## src/rtl/ws2812_frame_sequencer_if.sv

```systemverilog
// ws2812_frame_sequencer_if
//   Command/pixel link between the frame sequencer and ws2812_rgb_controller.
//   Signals:
//     cmd_req  - controller pulse: samples cmd this cycle
//     data_req - controller pulse: has captured r/g/b
//     r, g, b  - current pixel colour (8 bit each)
//     cmd      - 00 IDLE, 01 TX, 10 RESET
//   Modports:
//     master - sequencer side (drives cmd and r/g/b)
//     slave  - controller side (drives cmd_req and data_req)
interface ws2812_frame_sequencer_if;
    logic       cmd_req;
    logic       data_req;
    logic [7:0] r;
    logic [7:0] g;
    logic [7:0] b;
    logic [1:0] cmd;

    modport master (input cmd_req, input data_req, output r, output g, output b, output cmd);
    modport slave  (output cmd_req, output data_req, input r, input g, input b, input cmd);
endinterface

```

## src/rtl/ws2812_frame_sequencer.sv

```systemverilog
// ws2812_frame_sequencer
//   Holds a NUM_LEDS x 24-bit frame buffer written by a host, then walks it
//   pixel by pixel: presents r/g/b with CMD_TX to the controller, and after the
//   last pixel issues CMD_RESET to latch the frame.
//   Ports:
//     clk, rst   - single clock, synchronous active-high reset
//     wr_en      - host pixel write strobe
//     wr_addr    - pixel index (indices >= NUM_LEDS are dropped)
//     wr_data    - {R, G, B}
//     start      - one-cycle frame start request, ignored while busy
//     link       - controller link (cmd_req/data_req in, cmd/r/g/b out)
//     busy       - high from accepted start until frame_done
//     frame_done - one-cycle pulse when the latch command completes
//     underrun   - one-cycle pulse on cmd_req while the next pixel is not ready
//   Optional feature: define WS2812_SEQ_AUTOREPEAT_EN to restart the next frame
//   automatically after each latch, until rst.
module ws2812_frame_sequencer #(
    parameter int NUM_LEDS = 8,
    parameter int ADDR_W   = 3
) (
    input  logic                 clk,
    input  logic                 rst,
    input  logic                 wr_en,
    input  logic [ADDR_W-1:0]    wr_addr,
    input  logic [23:0]          wr_data,
    input  logic                 start,
    ws2812_frame_sequencer_if.master link,
    output logic                 busy,
    output logic                 frame_done,
    output logic                 underrun
);

    typedef enum logic [2:0] {
        S_IDLE, S_FETCH, S_LOAD, S_ISSUE_TX, S_WAIT_DATA, S_ISSUE_RESET, S_WAIT_RESET
    } state_t;

    localparam logic [1:0]        CMD_IDLE  = 2'b00;
    localparam logic [1:0]        CMD_TX    = 2'b01;
    localparam logic [1:0]        CMD_RESET = 2'b10;
    localparam logic [ADDR_W-1:0] LAST_IDX  = ADDR_W'(NUM_LEDS - 1);

    state_t            state, state_n;
    logic [ADDR_W-1:0] pix_idx, idx_n;
    logic [23:0]       rgb_n;
    logic [1:0]        cmd_n;
    logic              busy_n, done_n, underrun_n;

    // Depth covers the whole address space so every index is in range; only
    // the first NUM_LEDS entries are ever written or read.
    logic [23:0] mem [2**ADDR_W];
    logic [23:0] rd_data;

    // Non-blocking read alongside the write gives read-first behaviour: a
    // same-cycle write to the fetched pixel lands after the old value is read.
    always_ff @(posedge clk) begin
        if (wr_en && (int'({1'b0, wr_addr}) < NUM_LEDS))
            mem[wr_addr] <= wr_data;
        rd_data <= mem[pix_idx];
    end

    always_ff @(posedge clk) begin
        if (rst) begin
            state      <= S_IDLE;
            pix_idx    <= '0;
            link.r     <= '0;
            link.g     <= '0;
            link.b     <= '0;
            link.cmd   <= CMD_IDLE;
            busy       <= 1'b0;
            frame_done <= 1'b0;
            underrun   <= 1'b0;
        end else begin
            state      <= state_n;
            pix_idx    <= idx_n;
            {link.r, link.g, link.b} <= rgb_n;
            link.cmd   <= cmd_n;
            busy       <= busy_n;
            frame_done <= done_n;
            underrun   <= underrun_n;
        end
    end

    always_comb begin
        state_n    = state;
        idx_n      = pix_idx;
        rgb_n      = {link.r, link.g, link.b};
        cmd_n      = link.cmd;
        busy_n     = busy;
        done_n     = 1'b0;
        underrun_n = 1'b0;

        case (state)
            S_IDLE: begin
                cmd_n  = CMD_IDLE;
                busy_n = 1'b0;
                if (start) begin
                    state_n = S_FETCH;
                    idx_n   = '0;
                    busy_n  = 1'b1;
                end
            end
            S_FETCH: state_n = S_LOAD;
            S_LOAD: begin
                rgb_n   = rd_data;
                cmd_n   = CMD_TX;
                state_n = S_ISSUE_TX;
            end
            S_ISSUE_TX: begin
                if (link.cmd_req) begin
                    cmd_n   = CMD_IDLE;
                    state_n = S_WAIT_DATA;
                end
            end
            S_WAIT_DATA: begin
                if (link.data_req) begin
                    if (pix_idx == LAST_IDX) begin
                        cmd_n   = CMD_RESET;
                        state_n = S_ISSUE_RESET;
                    end else begin
                        idx_n   = pix_idx + 1'b1;
                        state_n = S_FETCH;
                    end
                end
            end
            S_ISSUE_RESET: begin
                if (link.cmd_req) begin
                    cmd_n   = CMD_IDLE;
                    state_n = S_WAIT_RESET;
                end
            end
            S_WAIT_RESET: begin
                if (link.cmd_req) begin
                    done_n = 1'b1;
`ifdef WS2812_SEQ_AUTOREPEAT_EN
                    state_n = S_FETCH;
                    idx_n   = '0;
`else
                    state_n = S_IDLE;
                    busy_n  = 1'b0;
`endif
                end
            end
            default: state_n = S_IDLE;
        endcase

        // Controller asked for a command before the next pixel was loaded:
        // cmd is already IDLE here, so it just idles one slot.
        if (link.cmd_req && (state == S_FETCH || state == S_LOAD || state == S_WAIT_DATA))
            underrun_n = 1'b1;
    end

endmodule

```

## src/flat_wrapper.sv

```systemverilog
// flat-port wrapper written by rule: the top's interface ports become plain ports
module ws2812_frame_sequencer_flat 
#(
    parameter int NUM_LEDS = 8,
    parameter int ADDR_W   = 3
)
  (clk, rst, wr_en, wr_addr, wr_data, start, busy, frame_done, underrun, link_cmd_req, link_data_req, link_r, link_g, link_b, link_cmd);
  ws2812_frame_sequencer_if link_i ();
  input  logic clk;
  input  logic rst;
  input  logic wr_en;
  input  logic [ADDR_W-1:0] wr_addr;
  input  logic [23:0] wr_data;
  input  logic start;
  output logic busy;
  output logic frame_done;
  output logic underrun;
  input wire logic [$bits(link_i.cmd_req)-1:0] link_cmd_req;
  input wire logic [$bits(link_i.data_req)-1:0] link_data_req;
  output wire logic [$bits(link_i.r)-1:0] link_r;
  output wire logic [$bits(link_i.g)-1:0] link_g;
  output wire logic [$bits(link_i.b)-1:0] link_b;
  output wire logic [$bits(link_i.cmd)-1:0] link_cmd;
  assign link_i.cmd_req = link_cmd_req;
  assign link_i.data_req = link_data_req;
  assign link_r = link_i.r;
  assign link_g = link_i.g;
  assign link_b = link_i.b;
  assign link_cmd = link_i.cmd;
  ws2812_frame_sequencer #(.NUM_LEDS(NUM_LEDS), .ADDR_W(ADDR_W)) u_core (.clk(clk), .rst(rst), .wr_en(wr_en), .wr_addr(wr_addr), .wr_data(wr_data), .start(start), .link(link_i), .busy(busy), .frame_done(frame_done), .underrun(underrun));
endmodule
```

## config.mk

```make
export PLATFORM = sky130hd
export DESIGN_NAME = ws2812_frame_sequencer_flat
export DESIGN_NICKNAME = d
export VERILOG_FILES = /design/src/rtl/ws2812_frame_sequencer_if.sv /design/src/rtl/ws2812_frame_sequencer.sv /design/src/flat_wrapper.sv
export SDC_FILE = /design/constraint.sdc
export NUM_CORES = 1
export LEC_CHECK = 0
export BUFFER_PORTS_ARGS = -buffer_cell sky130_fd_sc_hd__clkbuf_2
export CAP_MARGIN = 30
export CORE_MARGIN = 2
export CORE_UTILIZATION = 55
export DETAILED_ROUTE_END_ITERATION = 7
export GPL_TIMING_DRIVEN = 0
export PLACE_DENSITY = 0.75
export SETUP_SLACK_MARGIN = 0.15
export SLEW_MARGIN = 5
export SYNTH_ARGS = -nofsm -noshare
export SYNTH_HDL_FRONTEND = slang
export SYNTH_SLANG_ARGS = --single-unit
```

## constraint.sdc

```tcl
create_clock -name clk -period 4.15 [get_ports clk]
set_input_delay 0.415 -clock clk [delete_from_list [all_inputs] [get_ports clk]]
set_output_delay 0.415 -clock clk [all_outputs]
set_load 0.01 [all_outputs]
```

==> results of run 1 <==
-- area by class of cell --
type / count / area [um^2]
multi-input combinational: 206 / 2175
timing repair buffer: 66 / 376.6
sequential: 251 / 6947
fill: 1083 / 5727
tap: 220 / 275.3
clock inverter: 7 / 86.33
inverter: 4 / 15.01
buffer: 27 / 157.7
clock buffer: 38 / 765.7
-- power by group --
group          internal, W  switching, W
clock network      0.00139      0.000891
registers          0.00279     0.0000303
logic            0.0000821      0.000137
total              0.00427       0.00106
-- per-stage QoR --
| step | cell area (um^2) | setup TNS [ns] | setup WS, ns |
|---|---|---|---|
| 3_3_place_gp | 9814 | -8.147 | -0.3415 |
| 3_5_place_dp | 9946 | 0 | 2.130 |
| 5_1_grt | 10800 | 0 | 2.141 |
| 2_1_floorplan | 9239 | 0 | 1.450 |
| 6_report | 10800 | 0 | 2.209 |
| 4_1_cts | 10800 | 0 | 2.193 |
-- synthesized netlist by cell type, types with 2 or more instances --
| cell | count |
|---|---|
| o31ai_1 | 2 |
| nand2b_1 | 5 |
| dfxtp_1 | 59 |
| a31oi_1 | 2 |
| nand2_1 | 52 |
| mux4_1 | 16 |
| inv_1 | 4 |
| mux2_2 | 25 |
| edfxtp_1 | 192 |
| o21ai_0 | 3 |
| nor3_1 | 6 |
| a22o_1 | 2 |
| a2111oi_0 | 3 |
| a211oi_1 | 2 |
| nor2b_1 | 3 |
| mux4_2 | 32 |
| clkbuf_1 | 8 |
| ha_1 | 2 |
| buf_1 | 4 |
| a21oi_1 | 24 |
| nor2_1 | 10 |
| buf_2 | 9 |
| buf_6 | 6 |
-- per-layer routing --
metal | wire length (um) | track usage (%)
met5 | 0 | 0
met4 | 403 | 7.329
met3 | 1188 | 3.577
met2 | 8665 | 33.56
met1 | 7504 | 27.71
-- registers in the layout, indices dropped and copies added, names as in the netlist --
| name | count |
|---|---|
| u_core.state | 3 |
| u_core.underrun | 1 |
| u_core.link.g | 8 |
| u_core.link.cmd | 2 |
| u_core.frame_done | 1 |
| u_core.link.b | 8 |
| u_core.link.r | 8 |
| u_core.rd_data | 24 |
| u_core.busy | 1 |
| u_core.mem | 192 |
| u_core.pix_idx | 3 |
-- cells by family after synthesis --
family,after synthesis,share of synthesized area [%]
AND/OR/NAND/NOR,86,4.253
buffers and inverters,31,1.869
adder cells (fa/ha/maj),2,0.2708
AO/OA/AOI/OAI,44,2.925
XOR/XNOR,1,0.09482
flip-flops,251,75.19
multiplexers,73,15.40
-- worst reg2reg max path: stages (launching register included) --
cell and delay [ns]:
dfxtp_1 0.37, clkbuf_1 0.40, clkbuf_1 0.61, mux2_2 0.43
-- layout by cell type, fill, tap and decap left out, drive strengths merged, types with 2 or more instances in the layout --
cell type  count
a31oi          2
clkinv         4
bufinv         2
a22o           2
nor2b          3
o21ai          3
a21oi         24
nor3           6
nand2         52
clkbuf       106
nor2          10
mux2          25
ha             2
edfxtp       192
nand2b         5
mux4          48
a2111oi        3
inv            5
dfxtp         59
a211oi         2
buf           25
o31ai          2
-- path summary, 6_finish.rpt --
| path | start | endpoint | cells after the start |
|---|---|---|---|
| setup / recovery | u_core.pix_idx[2]$_SDFFE_PP0P_ | u_core.rd_data[13]$_DFF_P_ | 3 |
| hold / removal | wr_data[2] | u_core.mem[0][2]$_DFFE_PP_ | 1 |
| setup reg to reg | u_core.pix_idx[2]$_SDFFE_PP0P_ | u_core.rd_data[13]$_DFF_P_ | 3 |
| hold reg to reg | u_core.rd_data[21]$_DFF_P_ | u_core.link.r[5]$_SDFFE_PP0N_ | 2 |
==> results.md, run 1 <==
* Worst-margin pin slew at roughly 0.95 ns
* Clock Sinks at 251
* Reg clk slew, reported paths at 0.06 ns
* Critical path, cell by cell: clkbuf_1 > clkbuf_1 > mux2_2
* RSZ-0062 raised after global routing: false
* Initial core utilization at between 50% and 60%
* Max stage delay on crit path at 0.61 ns
* Area delta synth->final at 16.87%
* First-pass GRT wire length at between 20 and 30 mm
* Power density over the cells at a little under 500 mW/mm^2
* Worst path slowest cell: clkbuf_1
* Top_reg_cell synth: edfxtp_1
* Hold Crit Class: in2reg
* # resized after CTS at 0
* Final hold vios at 0
* Max Root-Sink Buffers at 3
* Crit path max-delay family: buffers and inverters
* Final max-slew violation count at 0
* Placed cells at about 770
* GRT overflow at 0
* Number of antenna violations at the first check in global routing at 0
* Nets@finish at ~620
* CP startpoint kind: flop
* CP Capture Type: flop
* I/O Buffers at 60
* Largest net degree at the start of global routing at 25
* WL per Instance at approximately 22 um
* Register area share after synthesis at between 70% and 80%
* Max_slew headroom at 36.73%
* EDFF count, synth at 192
* Final Setup Violations at 0
* FF+latch count, synth at ~250
* Clock skew at around 0.0084 ns
* Total number of vias at 4733
* Synth Cell Area at slightly above 0.009 mm^2
* Crit path DAT at 2.33 ns
* Residual DRC count at 0
* Ranking of synthesized cells by area: edfxtp_1, dfxtp_1, mux4_2, mux4_1, mux2_2
* Clock Latency Late Sink at about 0.51 ns
* Die Span Y at ~130 um
* CP most frequent cell: clkbuf_1
* Post-Syn Nets at between 500 and 600
* Vias in the first global route at 4930
* Starting DRT DRC Count at about 330
* CTS tree: yes
* Fin crit share at a little under half
* Row count at 47
* H-tree depth at 1
* Largest area contributor in the netlist: edfxtp_1
* Leakage at 3.649 nW
* Post-DP HPWL at 10.71 mm
* GP Congestion at between 0.8 and 0.9
* Post-synth ARST share at 0%
* Fin Hold WS at about 0.18 ns
* Core Region at between 0.015 and 0.02 mm^2
* Post-Synthesis Cells at roughly 500
* Post-CTS Setup Inserts at 0
* Overall power at 0.005330 W
* Final ANT Viol Nets at 0
* DR vias/cell at about 5.8
* Worst EP required at 4.54 ns
* Maximum vdd drop at between 0.0003 and 0.0004 V
* Max frequency at 515.2 MHz
* Run status: finished, final reports clean
* Syn_area_per_cell at around 19 um^2
* CP Buf/Inv Count at 2
* Global Route Usage Sum at about a fifth
* Chip Width at about 130 um
* R2R Setup Slk at roughly 2.2 ns
* Share of layout cells above drive strength 1 at around a third
* Synth cell types at 40
* Clock root cell: clkbuf_16
* I/O pins at 62
* Max Cap Viol at 0
* ANT cells at 0
* Min Tclk post-route at 1.941 ns
* Critical path class: reg2reg
* Post-synth top area share at between 60% and 70%
* Post-CTS Hold Fix Bufs at 0
* Detailed Route WL at about 18 mm
* DRT Pass-1 Iters at 5
* CTS Buf Count at 25
* Post-Layout Cell Count at approximately 820
* Die area at around 0.018 mm^2
* Yosys warning total at 0
* Worst-path fanout max at 10
* Util after Layout at roughly 65%
Note: power is estimated with default switching activity, not from simulation.
==> run 2, diff against run 1 <==
clock period = 1.9 ns   (was 4.15 ns; I/O delays follow)
==> run 2 against run 1 <==
  * Sequential share of layout area down 1.7 points
  * Combinational power increased by 140%
  * Maximum frequency is 12% higher
  * Global-route usage is 0.30 points lower
  * Clock power grew 100%
  * Worst setup slack got worse by 2.0 ns
  * Wire length fell by 2.6%
  * Sequential power is 120% higher
  * Non-clock buffer count up 25
  * Cell area increased by 2.7%
  * Critical path type unchanged
==> results.md, run 2 (same netlist as run 1, synthesis figures left out) <==
* Setup TNS Final at 0 ns (unchanged)
* Max frequency at 579.4 MHz (was 515.2 MHz)
* Reg clk slew, reported paths at 0.06 ns (about the same)
* Final Setup Violations at 0 (unchanged)
* Core Region at 0.01652 mm^2 (unchanged)
* Worst-margin pin slew at 0.8817 ns (was 0.9468 ns)
* Worst-path fanout max at 10 (unchanged)
* Area delta synth->final at 19.98% (was 16.87%)
* Util after Layout at 67.08% (was 65.34%)
* Clock Sinks at 251 (unchanged)
* Detailed Route WL at 17.30 mm (was 17.76 mm)
* Max Cap Viol at 0 (unchanged)
* Largest regs: u_core.mem: 192 flops, u_core.rd_data: 24 flops (unchanged)
* Nets@finish at 641 (was 616)
* Post-CTS Setup Inserts at 0 (unchanged)
* Residual DRC count at 0 (unchanged)
* Critical path class: reg2reg (unchanged)
* RSZ-0062 raised after global routing: true (was false)
* RR Startpoint: u_core.pix_idx[0]$_SDFFE_PP0P_ (was u_core.pix_idx[2]$_SDFFE_PP0P_)
* Global Route Usage Sum at 20.04% (was 20.34%)
* Hold Startpoint: link_cmd_req (was wr_data[2])
* Final hold vios at 0 (unchanged)
* Fin crit share at 90.83% (was 46.77%)
* Maximum vdd drop at 0.0006650 V (was 0.0003482 V)
* CP Capture Type: flop (unchanged)
* Placed cells at 773 (was 774)
* Hold Path Cell Cnt at 2 (was 1)
* Max Root-Sink Buffers at 3 (unchanged)
* Share of layout cells above drive strength 1 at 30.45% (was 31.89%)
* Largest register FFs at 192 (unchanged)
* Clock root cell: clkbuf_16 (unchanged)
* Chip Width at 133.6 um (unchanged)
* GP Congestion at 0.8161 (was 0.8041)
* Clock Latency Late Sink at 0.51 ns (about the same)
* DRT Pass-1 Iters at 5 (unchanged)
* Final max-slew violation count at 0 (unchanged)
* Max stage delay on crit path at 0.57 ns (was 0.61 ns)
* Worst EP required at 2.29 ns (was 4.54 ns)
* Die area at 0.01785 mm^2 (unchanged)
* H-tree depth at 1 (unchanged)
* Die Span Y at 133.6 um (unchanged)
* Final ANT Viol Nets at 0 (unchanged)
* Leakage at 3.749 nW (was 3.649 nW)
* Row count at 47 (unchanged)
* Total number of vias at 4748 (was 4733)
* Hold Crit Class: in2reg (unchanged)
* Largest net degree at the start of global routing at 25 (unchanged)
* Critical path, cell by cell: buf_6 > buf_6 > mux4_1 > mux2_2 (was clkbuf_1 > clkbuf_1 > mux2_2)
* Power density over the cells at 1027 mW/mm^2 (was 493.6 mW/mm^2)
* CP most frequent cell: buf_6 (was clkbuf_1)
* Worst path slowest cell: mux4_1 (was clkbuf_1)
* Post-DP HPWL at 10.71 mm (about the same)
* CP startpoint kind: flop (unchanged)
* Min Tclk post-route at 1.726 ns (was 1.941 ns)
* I/O Buffers at 60 (unchanged)
* ANT cells at 0 (unchanged)
* WHS Endpoint: u_core.state[0]$_SDFFE_PP0P_ (was u_core.mem[0][2]$_DFFE_PP_)
* Most common cell after layout, fill and taps aside: edfxtp_1 (unchanged)
* Pre-CTS WS at -0.003938 ns (was 2.130 ns)
* GRT overflow at 0 (unchanged)
* Vias in the first global route at 4936 (was 4930)
* DR vias/cell at 5.626 (was 5.779)
* Max_slew headroom at 41.08% (was 36.73%)
* CTS Buf Count at 25 (unchanged)
* I/O pins at 62 (unchanged)
* Crit path DAT at 2.12 ns (was 2.33 ns)
* R2R Path End: u_core.rd_data[9]$_DFF_P_ (was u_core.rd_data[13]$_DFF_P_)
* Post-Layout Cell Count at 844 (was 819)
* CTS tree: yes (unchanged)
* WL per Instance at 20.50 um (was 21.68 um)
* Most flop-heavy register: u_core.mem (unchanged)
* Run status: finished, final reports clean (unchanged)
* Number of antenna violations at the first check in global routing at 0 (unchanged)
* R2R Setup Slk at 0.17 ns (was 2.21 ns)
* Commonest non-fill, non-tap cells in the layout: edfxtp_1, clkbuf_2, dfxtp_1 (unchanged)
* First-pass GRT wire length at 27.37 mm (was 27.11 mm)
* Starting DRT DRC Count at 286 (was 333)
* Clock skew at 0.01107 ns (was 0.008367 ns)
* Setup ws final at 0.1741 ns (was 2.209 ns)
* Fin Hold WS at 0.01720 ns (was 0.1835 ns)
* Worst Reg-to-Reg Cells at 4 (was 3)
* Initial core utilization at 55.91% (unchanged)
## run 2: changes by cell type in the layout (fill, tap and decap cells not counted), moves of 3 or more
cell / change
buf_1: -3
buf_6: -5
clkbuf_2: +3
clkbuf_8: -5
clkinv_1: +5
clkinv_2: -3
dlygate4sd3_1: +25
## run 2: final cells by class
cell class                      count  area, um^2
Inverter                            4       15.01
Buffer                             27       187.7
Clock inverter                     11       116.4
Timing Repair Buffer               91       675.6
Clock buffer                       34       669.4
Sequential cell                   251        6947
Fill cell                        1043        5440
Multi-Input combinational cell    206        2198
Tap cell                          220       275.3
## run 2: power by group
part / internal (W) / switching, W
Sequential: 0.00610 / 0.0000662
Clock: 0.00275 / 0.00194
Combinational: 0.000222 / 0.000302
## run 2: worst max-delay path by stage
stage	from	end	slack (ns)
final	u_core.pix_idx[0]$_SDFFE_PP0P_	u_core.rd_data[9]$_DFF_P_	0.17
after floorplan	wr_addr[2]	u_core.mem[1][0]$_DFFE_PP_	0.07
after detailed placement	u_core.pix_idx[2]$_SDFFE_PP0P_	u_core.rd_data[15]$_DFF_P_	-0.004
after global placement	wr_addr[2]	u_core.mem[2][22]$_DFFE_PP_	-1.07
after CTS	u_core.pix_idx[1]$_SDFFE_PP0P_	u_core.rd_data[19]$_DFF_P_	0.12
after global routing	u_core.pix_idx[0]$_SDFFE_PP0P_	u_core.rd_data[4]$_DFF_P_	0.12
## run 2: per-layer routing
metal	vias up	track usage [%]	share of wire, %
li1	2173	-	-
met2	129	33.62	51
met3	14	3.196	4.5
met1	2432	28.13	44
met5	-	0	0
met4	0	4.846	1.1
## run 2: stage by stage
stage	total power, W	cell area [um^2]
floorplan	0.006522	9249
global placement	0.006702	9824
detailed placement	0.006762	9980
CTS	0.01144	11030
global route	0.01174	11080
finish	0.01138	11080
## run 2: repair_timing
item / 4_1_cts / 5_1_grt
resized for setup: 7 / 13
hold buffers: 25 / 0
hold endpoints to repair: 193 / 0
setup endpoints to repair: 25 / 33
## run 2: critical path: cells and delay by family, from the launching register on
| family | cells | cell delay (ns) |
|---|---|---|
| flops | 1 | 0.38 |
| mux | 2 | 0.85 |
| buf+inv | 2 | 0.37 |
==> run 3, diff against run 2 <==
ABC_AREA = 1   (was default)
CAP_MARGIN = default   (was 30)
PLACE_DENSITY = 0.74   (was 0.75)
==> run 3 against run 2 <==
  * Power up 32%
  * Worst setup slack better by 0.037 ns
  * Die area grew 2.6%
  * First-iteration DRC count rose by 120%
  * Synthesized cell count grew 70%
  * Utilization fell by 1.2 points
  * Sequential share of layout area fell by 0.89 points
  * Maximum frequency up 2.2%
  * Flip-flop and latch count stayed put
  * Sequential power grew 11%
  * Global-route usage grew 3.1 points
  * Combinational power grew to 6.5 times the previous value
==> results.md, run 3 <==
* Run status: finished, final reports clean (unchanged)
* Ranking of synthesized cells by area: edfxtp_1, dfxtp_1, nor2_1, o21ai_0, nand2_1 (was edfxtp_1, dfxtp_1, mux4_2, mux4_1, mux2_2)
* Vias in the first global route at 6098 (was 4936)
* Worst-path fanout max at 10 (unchanged)
* Die Span Y at 135.4 um (was 133.6 um)
* Reg clk slew, reported paths at 0.06 ns (about the same)
* Post-CTS Setup Inserts at 0 (unchanged)
* Die area at 0.01832 mm^2 (was 0.01785 mm^2)
* Final ANT Viol Nets at 0 (unchanged)
* Nets@finish at 978 (was 641)
* RSZ-0062 raised after global routing: false (was true)
* Post-Syn Nets at 863 (was 523)
* Clock Latency Late Sink at 0.52 ns (was 0.51 ns)
* Util after Layout at 65.93% (was 67.08%)
* Final max-slew violation count at 0 (unchanged)
* Largest regs: u_core.mem: 192 flops, u_core.rd_data: 24 flops (unchanged)
* Commonest non-fill, non-tap cells in the layout: nor2_1, edfxtp_1, o21ai_0 (was edfxtp_1, clkbuf_2, dfxtp_1)
* Critical path class: reg2reg (unchanged)
* Pre-CTS WS at 0.1183 ns (was -0.003938 ns)
* CP Capture Type: flop (unchanged)
* I/O Buffers at 61 (was 60)
* Detailed Route WL at 20.86 mm (was 17.30 mm)
* Starting DRT DRC Count at 638 (was 286)
* GP Congestion at 0.8069 (was 0.8161)
* Largest area contributor in the netlist: edfxtp_1 (unchanged)
* Hold Path Cell Cnt at 4 (was 2)
* EDFF count, synth at 192 (unchanged)
* Max_slew headroom at 40.72% (was 41.08%)
* Register area share after synthesis at 73.20% (was 75.19%)
* Core Region at 0.01706 mm^2 (was 0.01652 mm^2)
* Worst setup path start: u_core.pix_idx[0]$_SDFFE_PP0P_ (unchanged)
* ANT cells at 0 (unchanged)
* Final hold vios at 0 (unchanged)
* R2R Setup Slk at 0.21 ns (was 0.17 ns)
* Final Setup Violations at 0 (unchanged)
* Worst EP required at 2.36 ns (was 2.29 ns)
* First-pass GRT wire length at 32.11 mm (was 27.37 mm)
* Largest net degree at the start of global routing at 25 (unchanged)
* Power density over the cells at 1333 mW/mm^2 (was 1027 mW/mm^2)
* Max frequency at 592.1 MHz (was 579.4 MHz)
* Setup ws final at 0.2111 ns (was 0.1741 ns)
* Fin Hold WS at 0.04245 ns (was 0.01720 ns)
* Post-synth top area share at 60.75% (was 62.41%)
* Maximum vdd drop at 0.0009160 V (was 0.0006650 V)
* Total number of vias at 6400 (was 4748)
* CTS Buf Count at 25 (unchanged)
* H-tree depth at 1 (unchanged)
* Initial core utilization at 55.64% (was 55.91%)
* Residual DRC count at 0 (unchanged)
* CTS tree: yes (unchanged)
* Most numerous cell in the Yosys netlist: nor2_1 (was edfxtp_1)
* Placed cells at 1115 (was 773)
* Min Tclk post-route at 1.689 ns (was 1.726 ns)
* Clock root cell: clkbuf_16 (unchanged)
* Most common cell after layout, fill and taps aside: nor2_1 (was edfxtp_1)
* Share of layout cells above drive strength 1 at 16.22% (was 30.45%)
* CP startpoint kind: flop (unchanged)
* Leakage at 4.220 nW (was 3.749 nW)
* Area delta synth->final at 18.48% (was 19.98%)
* FF+latch count, synth at 251 (unchanged)
* Post-Synthesis Cells at 828 (was 488)
* Crit path DAT at 2.15 ns (was 2.12 ns)
* Top_reg_cell synth: edfxtp_1 (unchanged)
* R2R Path End: u_core.rd_data[10]$_DFF_P_ (was u_core.rd_data[9]$_DFF_P_)
* Fin crit share at 88.89% (was 90.83%)
* Max Cap Viol at 0 (unchanged)
* Post-synth ARST share at 0% (unchanged)
* RR Startpoint: u_core.pix_idx[0]$_SDFFE_PP0P_ (unchanged)
* GRT overflow at 0 (unchanged)
* Row count at 48 (was 47)
* Global Route Usage Sum at 23.13% (was 20.04%)
* Worst setup path end: u_core.rd_data[10]$_DFF_P_ (was u_core.rd_data[9]$_DFF_P_)
* Largest register FFs at 192 (unchanged)
* Worst-margin pin slew at 0.8871 ns (was 0.8817 ns)
* Hold Crit Class: in2reg (unchanged)
* Worst Reg-to-Reg Cells at 8 (was 4)
* Most flop-heavy register: u_core.mem (unchanged)
* Clock skew at 0.005235 ns (was 0.01107 ns)
* DR vias/cell at 5.392 (was 5.626)
* Number of antenna violations at the first check in global routing at 0 (unchanged)
* Clock Sinks at 251 (unchanged)
* WL per Instance at 17.57 um (was 20.50 um)
* Yosys warning total at 0 (unchanged)
* Syn_area_per_cell at 11.46 um^2 (was 18.93 um^2)
* Post-DP HPWL at 12.65 mm (was 10.71 mm)
* Post-Layout Cell Count at 1187 (was 844)
* I/O pins at 62 (unchanged)
* Synth cell types at 22 (was 40)
* Max Root-Sink Buffers at 3 (unchanged)
* Synth cell count leaders: nor2_1, edfxtp_1, o21ai_0, nand2_1, dfxtp_1 (was edfxtp_1, dfxtp_1, nand2_1, mux4_2, mux2_2)
* Synth Cell Area at 0.009490 mm^2 (was 0.009239 mm^2)
* DRT Pass-1 Iters at 5 (unchanged)
* Chip Width at 135.4 um (was 133.6 um)
-- run 3: routing by layer --
layer	up-vias	wire length, um	GRT usage (%)
met5	-	0	0
met4	0	674	8.160
met3	51	1503	4.040
met2	273	9920	38.10
met1	3002	8761	31.41
li1	3074	-	-
-- run 3: how the worst min path moves through the flow --
stage                      from                      endpoint  slack (ns)
after detailed placement    rst    u_core.underrun$_SDFF_PP0_        0.39
after global routing      start      u_core.busy$_SDFFE_PP0P_        0.06
after global placement      rst  u_core.frame_done$_SDFF_PP0_        0.39
after floorplan             rst  u_core.frame_done$_SDFF_PP0_        0.26
final                     start      u_core.busy$_SDFFE_PP0P_        0.04
after CTS                 start      u_core.busy$_SDFFE_PP0P_        0.03
-- run 3: through the flow --
step	TNS [ns]	area [um^2]	total power, W
6_report	0	11240	0.01499
2_1_floorplan	0	9493	0.009102
4_1_cts	0	11210	0.01497
3_5_place_dp	0	10160	0.01027
5_1_grt	0	11240	0.01572
3_3_place_gp	-134.56	10080	0.01018
-- run 3: area by class of cell --
cell class / instances / area [um^2]
sequential: 251 / 6947
fill: 1240 / 5812
multi-input combinational: 516 / 2318
clock buffer: 34 / 669.4
timing repair buffer: 88 / 593.1
tap: 225 / 281.5
buffer: 44 / 255.2
clock inverter: 12 / 113.9
inverter: 17 / 66.31
-- run 3: critical path, stage by stage, from the launching register on --
cell	delay, ns
dfxtp_1	0.32
buf_2	0.18
inv_2	0.12
buf_2	0.26
buf_4	0.24
nor2_1	0.06
o21ai_0	0.27
nand2_1	0.10
nand2_1	0.08
-- run 3: cell families after synthesis --
family,count (synthesis),share of synthesized area (%)
adders and majority gates,2,0.2636
DFF,251,73.20
AOI/OAI and AO/OA,174,9.176
and+or+nand+nor,340,14.36
buffers and inverters,61,3.006
-- run 3: repair_timing --
item / in CTS / in global routing
cloned: 0 / 0
endpoints found under the hold margin: 195 / 0
hold buffers: 26 / 0
gates resized for setup: 3 / 23
setup endpoints to repair: 9 / 17
-- run 3: power by group --
part	switching, W	internal (W)
clock network	0.00195	0.00274
registers	0.000307	0.00657
logic	0.00230	0.00112
total	0.00456	0.0104
